**config.mk**
```make
export PLATFORM = sky130hd
export DESIGN_NAME = fios_final_sub
export DESIGN_NICKNAME = d
export VERILOG_FILES = /design/src/rtl/fios_pkg.sv /design/src/rtl/fios_sub_word.sv /design/src/rtl/fios_final_sub.sv
export SDC_FILE = /design/constraint.sdc
export NUM_CORES = 1
export LEC_CHECK = 0
export BUFFER_PORTS_ARGS = -buffer_cell sky130_fd_sc_hd__buf_2
export CORE_MARGIN = 2
export CORE_UTILIZATION = 55
export DETAILED_ROUTE_END_ITERATION = 16
export PLACE_DENSITY = 0.75
export SLEW_MARGIN = 25
export SYNTH_ARGS = -nofsm -noshare
export SYNTH_HDL_FRONTEND = slang
export SYNTH_SLANG_ARGS = --single-unit
```
**constraint.sdc**
```tcl
create_clock -name clock_i -period 5.7 [get_ports clock_i]
set_input_delay 0.855 -clock clock_i [delete_from_list [all_inputs] [get_ports clock_i]]
set_output_delay 0.855 -clock clock_i [all_outputs]
set_load 0.02 [all_outputs]
```
**src/rtl/fios_pkg.sv**
```systemverilog
// Shared types and constants for the FIOS Montgomery datapath and its final subtraction stage.
package fios_pkg;

    localparam int WORD_WIDTH = 17;

    typedef logic [WORD_WIDTH-1:0] word_t;

    typedef enum logic {
        COLLECT = 1'b0,
        DRAIN   = 1'b1
    } fs_state_e;

endpackage : fios_pkg

```
**src/rtl/fios_sub_word.sv**
```systemverilog
// One digit of a serial subtractor: {borrow_o, diff_o} = a_i - b_i - borrow_i.
module fios_sub_word #(
    parameter int WIDTH = fios_pkg::WORD_WIDTH
) (
    input  logic [WIDTH-1:0] a_i,
    input  logic [WIDTH-1:0] b_i,
    input  logic             borrow_i,
    output logic [WIDTH-1:0] diff_o,
    output logic             borrow_o
);

    // The extra top bit of the widened difference is the borrow-out.
    always_comb begin
        {borrow_o, diff_o} = {1'b0, a_i} - {1'b0, b_i} - {{WIDTH{1'b0}}, borrow_i};
    end

endmodule : fios_sub_word

```
**src/rtl/fios_final_sub.sv**
```systemverilog
// Word-serial final conditional subtraction after the FIOS chain: buffers R and R-p, streams the reduced result.
// Optional overrun detection on digits arriving during the drain: define FINAL_SUB_OVERRUN_CHK_EN.
module fios_final_sub #(
    parameter int WORD_WIDTH = fios_pkg::WORD_WIDTH,
    parameter int NUM_WORDS  = 8
) (
    input  logic                  clock_i,
    input  logic                  reset_i,
    input  logic                  res_valid_i,
    input  logic [WORD_WIDTH-1:0] res_i,
    input  logic [WORD_WIDTH-1:0] p_i,
    input  logic                  res_carry_i,
    output logic                  out_valid_o,
    input  logic                  out_ready_i,
    output logic [WORD_WIDTH-1:0] out_word_o,
    output logic                  out_last_o,
    output logic                  subtracted_o,
`ifdef FINAL_SUB_OVERRUN_CHK_EN
    output logic                  overrun_o,
`endif
    output logic                  busy_o
);

    import fios_pkg::*;

    localparam int IDX_W = (NUM_WORDS > 1) ? $clog2(NUM_WORDS) : 1;
    localparam logic [IDX_W-1:0] LAST_IDX = IDX_W'(NUM_WORDS - 1);

    fs_state_e             state_q;
    logic [IDX_W-1:0]      k_q;
    logic [IDX_W-1:0]      rd_q;
    logic                  borrow_q;
    logic                  sel_q;
    logic                  out_valid_q;
    logic [WORD_WIDTH-1:0] out_word_q;
    logic                  out_last_q;
    logic                  subtracted_q;
    logic                  busy_q;

    logic [WORD_WIDTH-1:0] res_buf_q [NUM_WORDS];
    logic [WORD_WIDTH-1:0] dif_buf_q [NUM_WORDS];

    logic                  accept_s;
    logic                  borrow_in_s;
    logic [WORD_WIDTH-1:0] dif_s;
    logic                  borrow_out_s;
    logic [IDX_W-1:0]      load_idx_d;
    logic                  load_sel_d;
    logic [WORD_WIDTH-1:0] load_word_d;

    assign accept_s    = (state_q == COLLECT) && res_valid_i;
    assign borrow_in_s = (k_q == '0) ? 1'b0 : borrow_q;

    fios_sub_word #(
        .WIDTH (WORD_WIDTH)
    ) u_sub_word (
        .a_i      (res_i),
        .b_i      (p_i),
        .borrow_i (borrow_in_s),
        .diff_o   (dif_s),
        .borrow_o (borrow_out_s)
    );

    // Next digit to present: digit 0 with the fresh select when the drain starts, else rd+1.
    always_comb begin
        load_idx_d = '0;
        load_sel_d = sel_q;
        if (state_q == COLLECT) begin
            load_idx_d = '0;
            load_sel_d = res_carry_i | ~borrow_out_s;
        end else begin
            load_idx_d = rd_q + IDX_W'(1);
            load_sel_d = sel_q;
        end
        load_word_d = load_sel_d ? dif_buf_q[load_idx_d] : res_buf_q[load_idx_d];
    end

    // Operand buffers carry no reset; they are only read after a full operand was written.
    always_ff @(posedge clock_i) begin
        if (accept_s) begin
            res_buf_q[k_q] <= res_i;
            dif_buf_q[k_q] <= dif_s;
        end
    end

    // Control FSM with registered outputs.
    always_ff @(posedge clock_i or posedge reset_i) begin
        if (reset_i) begin
            state_q      <= COLLECT;
            k_q          <= '0;
            rd_q         <= '0;
            borrow_q     <= 1'b0;
            sel_q        <= 1'b0;
            out_valid_q  <= 1'b0;
            out_word_q   <= '0;
            out_last_q   <= 1'b0;
            subtracted_q <= 1'b0;
            busy_q       <= 1'b0;
        end else begin
            case (state_q)
                COLLECT: begin
                    if (res_valid_i) begin
                        borrow_q <= borrow_out_s;
                        if (k_q == LAST_IDX) begin
                            k_q          <= '0;
                            rd_q         <= '0;
                            sel_q        <= load_sel_d;
                            state_q      <= DRAIN;
                            out_valid_q  <= 1'b1;
                            out_word_q   <= load_word_d;
                            out_last_q   <= 1'b0;
                            subtracted_q <= load_sel_d;
                            busy_q       <= 1'b1;
                        end else begin
                            k_q <= k_q + IDX_W'(1);
                        end
                    end
                end
                DRAIN: begin
                    if (out_ready_i) begin
                        if (rd_q == LAST_IDX) begin
                            rd_q         <= '0;
                            sel_q        <= 1'b0;
                            state_q      <= COLLECT;
                            out_valid_q  <= 1'b0;
                            out_word_q   <= '0;
                            out_last_q   <= 1'b0;
                            subtracted_q <= 1'b0;
                            busy_q       <= 1'b0;
                        end else begin
                            rd_q       <= load_idx_d;
                            out_word_q <= load_word_d;
                            out_last_q <= (load_idx_d == LAST_IDX);
                        end
                    end
                end
                default: begin
                    state_q <= COLLECT;
                end
            endcase
        end
    end

    assign out_valid_o  = out_valid_q;
    assign out_word_o   = out_word_q;
    assign out_last_o   = out_last_q;
    assign subtracted_o = subtracted_q;
    assign busy_o       = busy_q;

`ifdef FINAL_SUB_OVERRUN_CHK_EN
    logic overrun_q;

    // Sticky flag: a digit arrived while the buffers were being drained.
    always_ff @(posedge clock_i or posedge reset_i) begin
        if (reset_i) begin
            overrun_q <= 1'b0;
        end else if ((state_q == DRAIN) && res_valid_i) begin
            overrun_q <= 1'b1;
        end else begin
            overrun_q <= overrun_q;
        end
    end

    assign overrun_o = overrun_q;

`ifndef SYNTHESIS
    a_no_overrun : assert property (@(posedge clock_i) disable iff (reset_i)
        !((state_q == DRAIN) && res_valid_i))
        else $error("fios_final_sub: result digit dropped during drain");
`endif
`endif

endmodule : fios_final_sub

```
=== Yosys cells after proc, flatten, opt, wreduce, memory -nomap -nowiden ===
Memories as Yosys holds them, arrays and structs flattened.
Index checks and enable logic that the tools add are counted.

* Bits in registers: 28
* Bits in writable memories: 272
* Input bits: 39
* Logic and storage cells: 64
* Memories kept: 2

* Add/subtract/negate cells: 4
* Eq/ne operators: 7
* Multiplexer cells: 35
* Bitwise operators: 3
* Reduce and logical (&&, ||, !) cells: 5

{| class="wikitable"
|+ Memory list
! memory !! words !! bits a word !! rd ports !! clocked after memory_dff !! wr ports !! RTL line !! source
|-
| dif_buf_q || 8 || 17 || 1 || 0 || 1 || fios_final_sub.sv:41 || <nowiki>logic [WORD_WIDTH-1:0] dif_buf_q [NUM_WORDS];</nowiki>
|-
| res_buf_q || 8 || 17 || 1 || 0 || 1 || fios_final_sub.sv:40 || <nowiki>logic [WORD_WIDTH-1:0] res_buf_q [NUM_WORDS];</nowiki>
|}

{| class="wikitable"
|+ Operator list
! operator !! number
|-
| 17-bit two-way mux || 5
|-
| 17-bit case mux with 2 select lines || 1
|-
| 1-bit two-way mux || 18
|-
| 3-bit two-way mux || 6
|-
| 17-bit by 17-bit subtractor with 18-bit output || 1
|-
| 18-bit by 1-bit subtractor with 18-bit output || 1
|-
| 3-bit == test (second input constant) || 3
|-
| 1-bit case mux with 2 select lines || 4
|-
| 3-bit by 1-bit adder with 3-bit output (second input constant) || 2
|-
| 3-bit case mux with 2 select lines || 1
|-
| 2-bit by 1-bit inequality test with 1-bit output (second input constant) || 2
|-
| 2-bit inequality test (second input constant) || 2
|-
| 4-bit AND reduction || 1
|-
| 3-bit zero test || 1
|-
| 3-bit AND reduction || 1
|-
| 1-bit inverter || 2
|-
| 2-bit AND reduction || 1
|-
| 1-bit logical AND || 1
|-
| 1-bit OR || 1
|}

=== Logic depth before layout (Yosys ltp) ===
Gate-level depths: netlist of run 1.

* Depth in word-level cells: 10
* Mapped depth: 17
* Gate-level depth less buffers: 16

=== Hierarchy ===
A second synthesis of run 1 with hierarchy kept.

* Cells, all modules: 912
* Area, all modules: 13183.9 µm²

{| class="wikitable"
|+ Modules (own cells, without submodules)
! module !! times used !! cells an instance !! area an instance (µm²)
|-
| fios_final_sub || 1 || 743 || 12015.3
|-
| fios_sub_word || 1 || 169 || 1168.6
|}

=== Worst setup path after synthesis of run 1 ===
No wires, ideal clock.

* Path kind: input port to flip-flop
* Start: input port res_valid_i
* End: memory dif_buf_q[4][0], enable pin
* Setup time: 0.523 ns
* Arrival: 4.695 ns
* Path slack: 0.482 ns
* Cell stages on the path: 3
* Cells stage by stage: nand2b_1 clkbuf_1 nor4b_1

* Longest elaborated chain between the ends: 3

{| class="wikitable"
|+ Ends and longest elaborated chain
! item !! RTL line !! source
|-
| start: declaration || fios_final_sub.sv:9 || <nowiki>input logic res_valid_i,</nowiki>
|-
| 1-bit logical AND || fios_final_sub.sv:51 || <nowiki>assign accept_s = (state_q == COLLECT) && res_valid_i;</nowiki>
|-
| 1-bit two-way mux || fios_final_sub.sv:80 || <nowiki>if (accept_s) begin</nowiki>
|-
| 1-bit two-way mux (implied by the code) || fios_final_sub.sv:82 || <nowiki>dif_buf_q[k_q] <= dif_s;</nowiki>
|-
| end: declaration || fios_final_sub.sv:41 ||
|}

Every way passes these cells.

=== Worst setup path in the final report of run 1 ===
* Start: register k_q[0]
* End: memory dif_buf_q[7][16] (data pin)

* Longest elaborated chain between the ends: 3

{| class="wikitable"
|+ Ends and longest elaborated chain
! item !! RTL line !! source
|-
| start: declaration || fios_final_sub.sv:30 || <nowiki>logic [IDX_W-1:0] k_q;</nowiki>
|-
| start signal: assignment || fios_final_sub.sv:115 || <nowiki>k_q <= k_q + IDX_W'(1);</nowiki>
|-
| 3-bit zero test || fios_final_sub.sv:52 || <nowiki>assign borrow_in_s = (k_q == '0) ? 1'b0 : borrow_q;</nowiki>
|-
| 1-bit two-way mux || fios_final_sub.sv:52 ||
|-
| 18-bit by 1-bit subtractor with 18-bit output || fios_sub_word.sv:14 || <nowiki>{borrow_o, diff_o} = {1'b0, a_i} - {1'b0, b_i} - {{WIDTH{1'b0}}, borrow_i};</nowiki>
|-
| net dif_s[16] || fios_final_sub.sv:45 || <nowiki>logic [WORD_WIDTH-1:0] dif_s;</nowiki>
|}

The timed path passes the listed nets, and every way through them passes these cells.

==> summary by stage, run 1 <==
Route
In this run the remaining antenna-violating nets after routing total 0. In the routed layout, each cell is associated on average with a via count of between 6 and 7. Wires add up to roughly 30000 um. The length of the first detailed-routing pass in iterations is 5. For this run, design rule violations remaining after detail routing come to 0.

The routed layout has 7716 vias. The wire length per cell is 23.2 um. For this block, the initial DRC count from the detailed router was 693.

Clock network
The number of clock buffers added by TritonCTS is 31. The sink count of the clock tree is 300. Post-CTS repair changed the size of 0 cells. The clock latency on the worst-skew pair is 0.55 ns. Clock-pin slew was measured on the worst setup and hold paths at ~0.060 ns. After clock tree synthesis, the flow added hold-fix buffers numbering 0. CTS built an H-tree with a depth of 1. The root cell of the clock tree is clkbuf_16. TritonCTS built the clock tree. The maximum buffer depth of the clock tree is 3. Buffers added to address setup during post-CTS repair amount to 0.

Timing
The count of final max-slew check failures is 0. The actual slew at the worst max-slew pin is 0.992 ns. Across all hold checks on the routed design, the worst slack comes to 0.378 ns. The portion of the clock cycle consumed by the worst path in the final layout is 83.6%. Clock skew on the completed layout was measured at 0.0109 ns. Measured against its own limit, the worst slew margin works out to around a third. For the final routed database, the setup TNS stands at 0 ns.

Setup violations remaining at the end of the flow were counted as 0. The hold violation count in the final report is 0. The upper clock frequency limit is 0.210 GHz. Setup repair after global routing left no endpoint under its margin. Subtracting the final worst setup slack from the clock period gives between 4 and 5 ns.

Global routing
The initial antenna violation count was 0. The via count of the first global-routing pass is approximately 7300. Summed over all layers, the global routing overflow is 0. Entering global routing, the biggest net connects 73 pins. The total track usage is 24.0%. The wire length of the first global-routing pass is 43900 um.

Cells and area
Registers take ~8900 um^2. The number of antenna cells inserted is 0. Counting the fill cells in the layout gives 1744. Leaving out fill and tap cells, the most frequent cells in the layout are edfxtp_1, a21oi_1, inv_1, buf_2, nor2_1. The filler-free cell count of the finished design is 1281.

The area growth from synthesis to final layout is 12.7%. The fraction of layout cells with a size suffix above 1 is 19.2%. Summing all multi-input logic gate instances after layout gives 3700 um^2. For this run, the post-layout net count is just over 1000. The library cell used most frequently in the layout, excluding fill and tap cells, is edfxtp_1.

The finished cells cover around 15000 um^2.

Yosys
Yosys mapped a number of flops with a built-in enable equal to between 200 and 300. Yosys printed 0 warnings. The number of distinct library cell variants in the gate-level netlist after synthesis is 54. Yosys attributes the largest share of cell area to edfxtp_1, dfrtp_1, mux4_2. The post-synthesis cell type with the largest combined area is edfxtp_1. The dominant register cell in the synthesized netlist is edfxtp_1. The post-synthesis async set-or-reset flop share is 9.33%. The proportion of synthesized chip area in sequential cells is 68.0%. The post-synthesis sequential element count is 300.

A synthesized cell averages around 15 um^2. Of the post-synthesis cell area, the dominant cell type holds 62.6%. The synthesized netlist net count is 950. The post-synthesis cell count is 872. The netlist area before placement is 13000 um^2.

Floorplan
The floorplan step defined a die boundary enclosing 25000 um^2. The count of pins on the block boundary is 60. The effective utilization at floorplan is a little under three fifths.

In this run the core area contains 56 standard-cell rows. Measured along the x axis, the die boundary spans ~160 um. The area of the core is 23400 um^2.

Measured along the y axis, the die boundary spans 158 um.

Flow run
Max-cap violations in this run came to 0.

Worst hold path
The worst min-delay path class is input port to async pin.

Place
The placed instance area is 13700 um^2. At the end of routability-driven placement, the weighted congestion stood at ~0.87. The sum of net half-perimeters after detailed placement is ~18000 um. The number of buffer cells added on primary ports is 59. Including well taps, the total number of placed cells is 1224.

Critical path
The largest fanout of any net on the critical path is 9. The worst setup path is launched from a flop. The setup path with the least slack is of type flop to flop. Counting cells, the worst reg-to-reg path comes to 16. At the worst endpoint, the required time is 5.99 ns. The worst setup path is captured at a flop. Data arrives at the worst endpoint at 5.06 ns.

Outcome
The run finished with clean final reports.

Power
Power spread over the standard cell area amounts to 496 nW/um^2. The leakage component of the power is 5.34 nW. Across the VDD grid, the largest voltage drop is 304 uV.
## registers in the layout, summed over array words and instances, names as in the netlist
| signal | cells |
|---|---|
| out_last_o | 1 |
| subtracted_o | 1 |
| dif_buf_q | 136 |
| res_buf_q | 136 |
| state_q | 1 |
| borrow_q | 1 |
| out_word_o | 17 |
| rd_q | 3 |
| k_q | 3 |
| busy_o | 1 |
## metrics by stage
| step | setup slack [ns] | utilization [%] | power, mW |
|---|---|---|---|
| floorplan | 0.482 | - | 4.63 |
| global placement | 1.25 | 58.4 | 5.26 |
| detailed placement | 1.10 | 58.4 | 5.33 |
| CTS | 1.05 | 62.7 | 7.31 |
| global route | 0.727 | 62.8 | 7.62 |
| finish | 0.935 | 62.8 | 7.30 |
## worst max-delay path, stage by stage, from the launching register on
cell	delay (ns)
dfrtp_1	0.56
inv_1	0.18
ha_1	0.23
inv_1	0.05
o21ai_0	0.10
fa_1	0.60
inv_1	0.06
ha_1	0.18
or2_2	0.31
fa_1	0.44
nand2b_1	0.18
a31o_2	0.27
nand2b_1	0.10
a32oi_1	0.18
a211oi_1	0.47
a21oi_1	0.16
xor2_1	0.43
## routing by layer
layer / share of wire (%) / GRT usage [%]
met1: 44 / 35.0
met2: 47 / 38.0
met3: 6.7 / 3.81
met4: 2.6 / 6.86
met5: 0 / 0
## cells in the mapped netlist (17+ instances only)
cell type and instances:
mux4_2 22, ha_1 37, edfxtp_1 272, nand2_1 52, nor3_1 21, dfrtp_1 28, o21ai_0 25, inv_1 71
a21oi_1 80, a211oi_1 18, clkbuf_1 25, nor2_1 59, mux2i_1 19, a2111oi_0 17
## final timing paths
| path | start | endpoint | slack, ns |
|---|---|---|---|
| setup / recovery | k_q[0] | dif_buf_q[7][16] | 0.93 |
| hold / removal | reset_i | out_word_o[16] | 0.38 |
| setup reg to reg | k_q[0] | dif_buf_q[7][16] | 0.93 |
| hold reg to reg | rd_q[1] | rd_q[1] | 0.48 |
| max in group asynchronous | reset_i | rd_q[0] | 4.99 |
| min in group clock_i | rd_q[1] | rd_q[1] | 0.48 |
## kinds of logic (layout without fill, tap and decap cells)
kind of cell | after synthesis | in the layout | share of synthesized area (%)
AO/OA/AOI/OAI | 185 | 185 | 9.59
AND/OR/NAND/NOR | 158 | 158 | 5.38
flip-flops | 300 | 300 | 68.0
XOR/XNOR | 17 | 17 | 1.14
adder cells (fa/ha/maj) | 39 | 39 | 3.86
multiplexers | 55 | 55 | 7.85
buffers and inverters | 118 | 208 | 4.17
## area by class of cell
class                           instances  area share (%)
Clock buffer                           43            6.00
Clock inverter                         14           0.826
Inverter                               71            1.81
Multi-Input combinational cell        454            25.2
Sequential cell                       300            60.4
Tap cell                              319            2.72
Timing Repair Buffer                   80            3.08
## power breakdown
group,internal [mW],leakage [nW],total (mW),switching (mW)
clock,1.17,0.493,1.98,0.815
combinational,0.808,2.05,2.39,1.59
sequential,2.78,2.79,2.92,0.139
Power figures use the tool's default switching activity.
==> run 2: changes to the inputs <==
--- a/config.mk
+++ b/config.mk
@@ -5,11 +5,12 @@
 export SDC_FILE = /design/constraint.sdc
 export NUM_CORES = 1
 export LEC_CHECK = 0
+export ABC_AREA = 1
 export BUFFER_PORTS_ARGS = -buffer_cell sky130_fd_sc_hd__buf_2
 export CORE_MARGIN = 2
 export CORE_UTILIZATION = 55
 export DETAILED_ROUTE_END_ITERATION = 16
-export PLACE_DENSITY = 0.75
+export PLACE_DENSITY = 0.77
 export SLEW_MARGIN = 25
 export SYNTH_ARGS = -nofsm -noshare
 export SYNTH_HDL_FRONTEND = slang
==> constraint.sdc (replaced) <==
create_clock -name clock_i -period 3.95 [get_ports clock_i]
set_input_delay 0.5925 -clock clock_i [delete_from_list [all_inputs] [get_ports clock_i]]
set_output_delay 0.5925 -clock clock_i [all_outputs]
set_load 0.02 [all_outputs]
==> run 2 against run 1 <==
- critical endpoint is now dif_buf_q[4][16]
- final cell count rose by 21%
- die area rose by 1.7%
- first-iteration DRC count rose by 41%
- largest power group is now combinational logic
==> summary by stage, run 2 <==
Power
The switching power is 4.43 mW (+74%). The switching part of the total power is 38.4% (+3.5 points). The leakage component of the power was 5.81 nW (+8.8%). The power density of the placed cells is 769 nW/um^2 (+55%). The fraction of power consumed by combinational cells is 38.2% (+5.4 points). The sequential power share is 36.1% (-3.9 points).

The worst vdd rail ir drop is 506 uV (+66%). The internal portion of total power is 7.12 mW (+50%). The clock power share is 25.7% (-1.4 points).

Place
The placed instance area is 13900 um^2 (+1.8%). The sum of net half-perimeters after detailed placement is 18800 um (+6.4%). The number of buffer cells added on primary ports is 59 (unchanged). The global placement routability congestion is 0.879 (+1.2%).

Critical path
The largest fanout of any net on the critical path was 8 (-1). The worst endpoint required time was 4.27 ns (-1.72 ns). The worst setup path category is flop to flop. The largest incremental delay on the critical path is 0.53 ns (-0.07 ns). The arrival time reported for the critical path endpoint was 4.07 ns (-0.99 ns).

The cell repeated most along the worst path is nand2_1. The worst setup path is launched from a flop. The sort of element at the end of the critical path is a flop. The number of buffer and inverter stages on the critical path is 4 (+1). Traced cell by cell, the critical path runs through inv_1 -> ha_1 -> nand2_1 -> nand2_1 -> fa_1 -> inv_1 -> ha_1 -> or2_1 -> fa_2 -> inv_1 -> nand2_1 -> a21oi_2 -> o21ai_1 -> nand2_1 -> nand2_1 -> buf_4 -> nand3_1 -> nand2_1 -> xor2_2.

The largest individual stage delay along the critical path comes from the cell fa_1. In this design, the largest share of critical-path delay is due to adder cells.

Global routing
The wire length of the first global-routing pass is 50200 um (+14%). The total global routing overflow is 0 (unchanged). The largest net degree at the start of global routing came to 80 (+9.6%). The initial antenna violation count was 0 (unchanged). The total track usage was 25.5% (+1.4 points). The via count of the first global-routing pass is 8873 (+21%).

Yosys
The fraction of post-synthesis cell area in the top cell type by area is 61.6% (-1.1 points). The dominant register cell in the synthesized netlist is edfxtp_1. The netlist area before placement is 13300 um^2 (+1.7%).

The commonest cells after synthesis are edfxtp_1, nand2_1, nand3_1. The count of synthesis-stage warnings from yosys is 0 (unchanged). Sorting the synthesized cells by area gives the leading types as edfxtp_1, nand2_1, dfrtp_1. The post-synthesis sequential element count is 300 (unchanged).

The post-synthesis async set-or-reset flop share is 9.33% (unchanged). The proportion of synthesized chip area in sequential cells is 66.9% (-1.1 points). The synthesized netlist net count was 1229 (+29%).

The mean post-synth cell area is 11.5 um^2 (-23%). The number of flops mapped to enable cells by yosys came to 272 (unchanged). The post-synthesis cell count came to 1151 (+32%). In the post-synthesis netlist, the cell with the most instances is edfxtp_1. The number of distinct library cell variants in the gate-level netlist after synthesis was 36 (-33%). The biggest area contributor in the post-synthesis netlist is edfxtp_1.

Timing
The count of endpoints failing setup in the final report came to 0 (unchanged). The upper clock frequency limit came to 0.267 GHz (+27%). The portion of the clock cycle consumed by the worst path in the final layout is 94.9% (+11 points). The clock tree skew after final layout came to 0.00635 ns (-0.00453 ns). The hold violation count in the final report is 0 (unchanged). The time the worst path needs with I/O delays and setup was 3.75 ns (-1.02 ns). The sum of negative setup slack is 0 ns (unchanged). Setup repair after global routing left no endpoint under its margin. The worst max-slew margin expressed relative to the limit is 33.9% (+0.20 points). The actual slew at the worst max-slew pin is 0.992 ns (+0.000531 ns). The count of final max-slew check failures came to 0 (unchanged).

Clock network
The number of buffers created by CTS was 30 (-3.2%). TritonCTS built the clock tree. The clock latency on the worst-skew pair came to 0.55 ns (about the same). The clock-pin transition on the worst setup and hold timing paths is 0.06 ns (about the same). The maximum buffer depth of the clock tree is 3 (unchanged). The number of levels in the clock H-tree came to 1 (unchanged). The sink count of the clock tree is 300 (unchanged).

The root cell of the clock tree is clkbuf_16.

Outcome
The flow ran to the end, and the final reports show no timing, DRC or antenna violations.

Floorplan
The floorplan die width is 159 um (+0.83%). The height of the chip was 159 um (+0.83%). The effective utilization at floorplan was 56.3% (+0.61 points). The overall die area was 25400 um^2 (+1.7%). The area of the core came to 23500 um^2 (+0.60%).

The floorplan row count is 56 (unchanged). The count of pins on the block boundary is 60 (unchanged).

Route
The met1 layer wirelength in the final routing came to 13000 um (about the same). The detailed route wirelength on metal3 was 2930 um (+47%). The violation count after the first detailed-route iteration was 976 (+41%). The overall routed net length is 32300 um (+8.6%). The total DRC errors in the routed layout is 0 (unchanged). The ratio of routed vias to standard cells is 5.93 (-1.6%). The count of vias placed by the detailed router was 9182 (+19%). The number of nets still failing antenna checks after routing came to 0 (unchanged). The met2 layer wire length in the routed design is 15600 um (+11%). The length of the first detailed-routing pass in iterations is 6 (+1).

The wire length per cell came to 20.9 um (-10%). The uppermost layer routed is met4.

Cells and area
The fraction of layout cells with a size suffix above 1 is 13.2% (-6.1 points). The number of antenna cells inserted is 0 (unchanged). The most common cell after layout, fill and taps aside is edfxtp_1.

The net count reported at finish was 1286 (+27%). In the layout the commonest cells are edfxtp_1, nand2_1, nand3_1, inv_1, nor2_1. The area growth from synthesis to final layout is 13.3%. The post-route cell area is 15000 um^2 (+2.2%).

Flow run
The count of max-cap constraint violations was 0 (unchanged).

Worst hold path
The worst hold path belongs to the class input port to async pin.
==> run 2: cell count changes in the layout (fill, tap and decap cells not counted), moves of 18 or more <==
cell      change
a211oi_1     -18
a21oi_1      -31
inv_1        +18
mux2i_1      -19
mux4_2       -22
nand2_1     +183
nand3_1      +86
o21ai_0      +36
o221ai_1     +27
==> run 2: what timing repair did <==
action | 4_1_cts | 5_1_grt
resized for setup | 1 | 7
setup endpoints to repair | 16 | 40
hold buffers | 0 | 0
pin swaps | 1 | 0
buffers inserted | 2 | 1
==> run 2: final timing paths <==
check	from	to	slack [ns]	cells after the start
worst min register to register	busy_o	busy_o	0.49	2
min in group clock_i	out_ready_i	state_q	0.30	4
max in group asynchronous	reset_i	out_word_o[8]	3.37	2
worst max register to register	k_q[1]	dif_buf_q[4][16]	0.20	19
worst max-delay path	k_q[1]	dif_buf_q[4][16]	0.20	19
worst min-delay path	reset_i	out_word_o[15]	0.14	2
==> run 2: worst reg2reg max path, cell delays in order, from the launching register on <==
cell	delay [ns]
dfrtp_1	0.39
inv_1	0.11
ha_1	0.19
nand2_1	0.07
nand2_1	0.07
fa_1	0.53
inv_1	0.06
ha_1	0.17
or2_1	0.30
fa_2	0.40
inv_1	0.06
nand2_1	0.05
a21oi_2	0.16
o21ai_1	0.11
nand2_1	0.08
nand2_1	0.09
buf_4	0.17
nand3_1	0.08
nand2_1	0.09
xor2_2	0.34
==> run 2: cells by family after synthesis <==
family / Yosys count / synth area share [%]
flip-flops: 300 / 66.9
AO/OA/AOI/OAI: 203 / 9.19
adder cells (fa/ha/maj): 39 / 3.79
AND/OR/NAND/NOR: 439 / 14.0
XOR/XNOR: 16 / 1.06
buffers and inverters: 154 / 5.08
==> run 2: layer usage <==
metal  vias to the layer above  GRT usage, %
met5                         -             0
met4                         0          6.57
met3                        66          4.51
met2                       495          41.9
met1                      4468          35.5
li1                       4153             -
==> run 2: cell type report <==
class | count | area (um^2)
flip-flops and latches | 300 | 8870
fillers | 1794 | 8520
multi-input cells | 697 | 3830
clock buffers | 36 | 795
repair buffers | 84 | 533
well taps | 319 | 399
inverters | 95 | 360
clock inverters | 18 | 240
==> run 2: power by group through the flow <==
| stage | clock network, mW | logic (mW) | registers, mW |
|---|---|---|---|
| 2_1_floorplan | 0 | 2.96 | 4.27 |
| 3_3_place_gp | 0 | 4.17 | 4.20 |
| 3_5_place_dp | 0 | 4.31 | 4.22 |
| 4_1_cts | 2.99 | 4.37 | 4.16 |
| 5_1_grt | 3.11 | 4.85 | 4.19 |
| 6_report | 2.96 | 4.42 | 4.17 |
==> run 2: metrics by stage <==
| stage | instances | utilization (%) | hold slack, ns | worst slack [ns] | power [mW] |
|---|---|---|---|---|---|
| 3_5_place_dp | 1492 | 59.1 | 0.475 | 0.00587 | 8.52 |
| 2_1_floorplan | 1151 | - | 0.449 | 0.464 | 7.24 |
| 6_report | 1549 | 63.8 | 0.139 | 0.202 | 11.5 |
| 4_1_cts | 1548 | 63.6 | 0.141 | 0.00492 | 11.5 |
| 5_1_grt | 1549 | 63.8 | 0.194 | 0.00950 | 12.2 |
| 3_3_place_gp | 1492 | 59.1 | 0.471 | 0.119 | 8.37 |
